--- src/rtl/toggle_sync_tx.sv ---
// toggle_sync_tx: source-side launcher for a toggle-handshake clock-domain crossing.
// Accepts one word through valid/ready and holds it in xfer_data. It flips req_tgl
// and waits until the synchronized acknowledge toggle matches req_tgl. Only then is
// the next word accepted.
// Optional feature: define TOGGLE_SYNC_TIMEOUT_EN to add an ack-overdue watchdog that
// drives the sticky timeout_err flag. Without it, timeout_err is tied to 0.
//
// Handshake: a word transfers on a rising clk edge where in_valid and in_ready are
// both 1. in_ready is registered and does not depend on in_valid. in_valid/in_data
// are ignored while in_ready is 0. The upstream may change or drop in_valid freely.
module toggle_sync_tx #(
    parameter int WIDTH          = 8,
    parameter int TIMEOUT_CYCLES = 255
) (
    input  logic             clk,
    input  logic             rst_n,
    input  logic             in_valid,
    output logic             in_ready,
    input  logic [WIDTH-1:0] in_data,
    output logic             req_tgl,
    output logic [WIDTH-1:0] xfer_data,
    input  logic             ack_tgl_sync,
    output logic             busy,
    output logic             done_pulse,
    output logic             timeout_err,
    output logic [1:0]       state_dbg
);

    typedef enum logic [1:0] {
        ST_INIT = 2'd0,
        ST_IDLE = 2'd1,
        ST_WAIT = 2'd2
    } state_t;

    localparam logic [15:0] TIMEOUT_LIMIT = 16'(TIMEOUT_CYCLES);

    state_t           state_q, state_d;
    logic             in_ready_q, in_ready_d;
    logic             busy_q, busy_d;
    logic             done_pulse_q, done_pulse_d;
    logic             req_tgl_q, req_tgl_d;
    logic [WIDTH-1:0] xfer_data_q, xfer_data_d;
    logic             accept;
    logic             complete;

    // The ack is compared only in WAIT, so a stray ack flip in INIT or IDLE has no effect.
    assign accept   = (state_q == ST_IDLE) && in_valid && in_ready_q;
    assign complete = (state_q == ST_WAIT) && (ack_tgl_sync == req_tgl_q);

    // Next-state and next-output logic. Every output is registered from these values.
    always_comb begin
        state_d      = state_q;
        in_ready_d   = in_ready_q;
        busy_d       = busy_q;
        done_pulse_d = 1'b0;
        req_tgl_d    = req_tgl_q;
        xfer_data_d  = xfer_data_q;
        case (state_q)
            ST_INIT: begin
                state_d    = ST_IDLE;
                in_ready_d = 1'b1;
                busy_d     = 1'b0;
            end
            ST_IDLE: begin
                if (accept) begin
                    state_d     = ST_WAIT;
                    in_ready_d  = 1'b0;
                    busy_d      = 1'b1;
                    req_tgl_d   = ~req_tgl_q;
                    xfer_data_d = in_data;
                end
            end
            ST_WAIT: begin
                if (complete) begin
                    state_d      = ST_IDLE;
                    in_ready_d   = 1'b1;
                    busy_d       = 1'b0;
                    done_pulse_d = 1'b1;
                end
            end
            default: begin
                state_d    = ST_INIT;
                in_ready_d = 1'b0;
                busy_d     = 1'b0;
            end
        endcase
    end

    // FSM state and registered handshake outputs. Async reset abandons any transfer in flight.
    always_ff @(posedge clk or negedge rst_n) begin
        if (!rst_n) begin
            state_q      <= ST_INIT;
            in_ready_q   <= 1'b0;
            busy_q       <= 1'b0;
            done_pulse_q <= 1'b0;
            req_tgl_q    <= 1'b0;
            xfer_data_q  <= '0;
        end else begin
            state_q      <= state_d;
            in_ready_q   <= in_ready_d;
            busy_q       <= busy_d;
            done_pulse_q <= done_pulse_d;
            req_tgl_q    <= req_tgl_d;
            xfer_data_q  <= xfer_data_d;
        end
    end

`ifdef TOGGLE_SYNC_TIMEOUT_EN
    logic [15:0] wait_cnt_q, wait_cnt_d;
    logic        timeout_err_q, timeout_err_d;

    // Watchdog: count WAIT cycles, saturating. Flag once the limit is reached and keep the flag until reset.
    always_comb begin
        wait_cnt_d    = wait_cnt_q;
        timeout_err_d = timeout_err_q;
        if (accept) begin
            wait_cnt_d = '0;
        end else if (state_q == ST_WAIT) begin
            if (wait_cnt_q != 16'hFFFF) begin
                wait_cnt_d = wait_cnt_q + 16'd1;
            end
            if (!complete && (wait_cnt_d >= TIMEOUT_LIMIT)) begin
                timeout_err_d = 1'b1;
            end
        end
    end

    // Watchdog registers.
    always_ff @(posedge clk or negedge rst_n) begin
        if (!rst_n) begin
            wait_cnt_q    <= '0;
            timeout_err_q <= 1'b0;
        end else begin
            wait_cnt_q    <= wait_cnt_d;
            timeout_err_q <= timeout_err_d;
        end
    end

    assign timeout_err = timeout_err_q;
`else
    logic unused_timeout_limit;
    assign unused_timeout_limit = ^TIMEOUT_LIMIT;
    assign timeout_err          = 1'b0;
`endif

    assign in_ready   = in_ready_q;
    assign busy       = busy_q;
    assign done_pulse = done_pulse_q;
    assign req_tgl    = req_tgl_q;
    assign xfer_data  = xfer_data_q;
    assign state_dbg  = state_q;

endmodule

--- config.mk ---
export PLATFORM = sky130hd
export DESIGN_NAME = toggle_sync_tx
export DESIGN_NICKNAME = d
export VERILOG_FILES = /design/src/rtl/toggle_sync_tx.sv
export SDC_FILE = /design/constraint.sdc
export NUM_CORES = 1
export LEC_CHECK = 0
export ABC_AREA = 1
export ABC_CLOCK_PERIOD_IN_PS = 950
export CORE_MARGIN = 1.5
export CORE_UTILIZATION = 34
export DETAILED_ROUTE_END_ITERATION = 12
export PLACE_DENSITY = 0.72
export SYNTH_ARGS = -nofsm -noshare
export SYNTH_HDL_FRONTEND = slang
export SYNTH_SLANG_ARGS = --single-unit
export TNS_END_PERCENT = 20
--- constraint.sdc ---
create_clock -name clk -period 0.95 [get_ports clk]
set_input_delay 0.1425 -clock clk [delete_from_list [all_inputs] [get_ports clk]]
set_output_delay 0.1425 -clock clk [all_outputs]
set_load 0.02 [all_outputs]
==> impl_metrics.tcl <==
set metrics [dict create \
    drt-total-wl_mm 1.16 \
    firstDrtPassIters 4 \
    cp-startpoint "state_dbg[1]" \
    criticalPathCategory "reg2reg" \
    ys_ff_latch 12 \
    p_leak_nw 0.501 \
    diodes 0 \
    cp_max_fo 7 \
    cp.required_ps 1150 \
    place_congestion 0.715 \
    cts_tree "done" \
    fillers 130 \
    p_per_area_nw_per_um2 3420 \
    hold_violations 0 \
    setup_viol 21 \
    mostFrequentLayoutCells "11 x inv_1, 11 x clkdlybuf4s50_1, 10 x dfrtp_1, 10 x buf_2, 8 x o21ai_2" \
    die_w_um 43.2 \
    holdCritPathClass "in2async" \
    die_height_um 43.2 \
    cp-start-kind "flip-flop" \
    grt_max_degree 15 \
    status "finished with violations" \
    syn_to_final_growth_pct 72.4 \
    nets 104 \
    final.min_clock_period_ps 1080 \
    clockRootBuffer "clkbuf_4" \
    start_util_pct 36.5 \
    io_pins 27 \
    setup_tns_ps -1520 \
    period_share_pct 114 \
    violations "negative setup slack" \
    worst_setup_path_end_kind "flip-flop" \
    placed_cell_area_um2 826 \
    clk_latency_ps 270 \
    fin_util_pct 62.9 \
    drc 0 \
    detail_route.wl_per_cell_um 10.9 \
    rsz0062_at_grt "true" \
    grt_pass1_wl_mm 1.66 \
    syn_area_per_cell_um2 9.81 \
    register_area_um2 303 \
    fmax_mhz 923 \
    antenna_found_initial 0 \
    die-area_um2 1870 \
    portBuffers 25 \
    drv_cap 0 \
    final_area_um2 947 \
    hpwl_um 719 \
    syn_inst 56 \
    vdd_ir_drop_max_mv 1.12 \
    ant_nets 0 \
    synth_seq_area_share_pct 54.7 \
    cts_htree_levels 1 \
    regToRegStartpoint "state_dbg[1]" \
    drive_gt1_share_pct 53.8 \
    arrival_ps 1280 \
    layout_setup_ws_ps -133 \
    holdWs_ps 171 \
    clkSlewWorstSetupHoldPaths_ps 80 \
    synth.distinct_cells 12 \
    ys.warnings.count 0 \
    yosysTopAreaCell "dfrtp_1" \
    via_per_inst 4.40 \
    fp-row-count 14 \
    clock-sinks 12 \
    synth_area_um2 549 \
    synthTopCellsByArea "dfrtp_1 55%, o21ai_2 13%, nand2_1 8.9%" \
    totalPowerFinal_mw 3.24 \
    overflow 0 \
    synth.net_count 68 \
    slew_viol_final 0 \
    drt_iter0_markers 4 \
    cts_made_buffers 3 \
    yosys.area.top_type_share_pct 54.7 \
    skew_ps 0.884 \
    max-clock-path-buffers 2 \
    coreArea_um2 1510 \
    grt_usage_pct 12.1 \
    multiInputGateArea_um2 216 \
    grt_pass1_vias 416 \
    vias 471 \
]
registers in the layout, summed over array words and instances, names as in the netlist:
register	count
state_dbg	1
done_pulse	1
xfer_data	8
in_ready	1
req_tgl	1
cells by family (layout without fill, tap and decap cells):
kind of cell	after synthesis	in the layout	share of synthesized area [%]
AO/OA/AOI/OAI	9	9	14.1
AND/OR/NAND/NOR	17	17	14.6
XOR/XNOR	1	1	1.59
buffers and inverters	16	51	14.3
other	1	1	0.683
flip-flops	12	12	54.7
per-stage QoR:
stage                     instances  setup slack, ps
after floorplan                  56            -91.0
after global placement           98             -279
after detailed placement         98             -303
after CTS                       105             -109
after global routing            107             -174
final                           107             -133
Yosys cell counts, drive strengths merged:
cell type	instances
conb	1
nand2	13
buf	4
nor2	1
nand3	3
xor2	1
dfrtp	12
a21boi	1
o21ai	8
inv	12
metal layers:
| layer | up-vias | part of all wire, % | track usage (%) |
|---|---|---|---|
| li1 | 233 | - | - |
| met5 | - | 0 | 0 |
| met4 | 0 | 0.69 | 7.27 |
| met1 | 219 | 44 | 14.5 |
| met2 | 17 | 47 | 19.4 |
| met3 | 2 | 7.7 | 2.98 |
final timing paths:
kind | end | slack (ps) | cells after the start
max in group asynchronous | state_dbg[1] | 610 | 2
worst min-delay path | in_ready | 170 | 2
worst max-delay path | xfer_data[3] | -130 | 5
worst min register to register | xfer_data[1] | 480 | 2
min in group clk | xfer_data[0] | 410 | 3
worst max register to register | xfer_data[3] | -130 | 5
critical path: stages (launching register included):
cell	delay, ps
dfrtp_2	420
buf_6	130
inv_6	50
nand3_4	100
clkbuf_16	190
o21ai_2	120
report_power, final:
part	switching [mW]	internal, mW
combinational	0.967	0.918
clock	0.171	0.233
sequential	0.191	0.755
area by class of cell:
cell class,instances,area share (%)
timing repair buffer,35,33.9
clock buffer,4,3.83
inverter,12,5.28
sequential,12,32.0
multi-input combinational,28,22.9
tap,16,2.11
timing repair:
action | CTS | global route
endpoints found under the setup margin | 26 | 26
resized for setup | 67 | 16
gates cloned | 0 | 1
pin swaps | 0 | 1
hold buffers | 0 | 0
setup buffers | 3 | 1
Power figures use the tool's default switching activity.
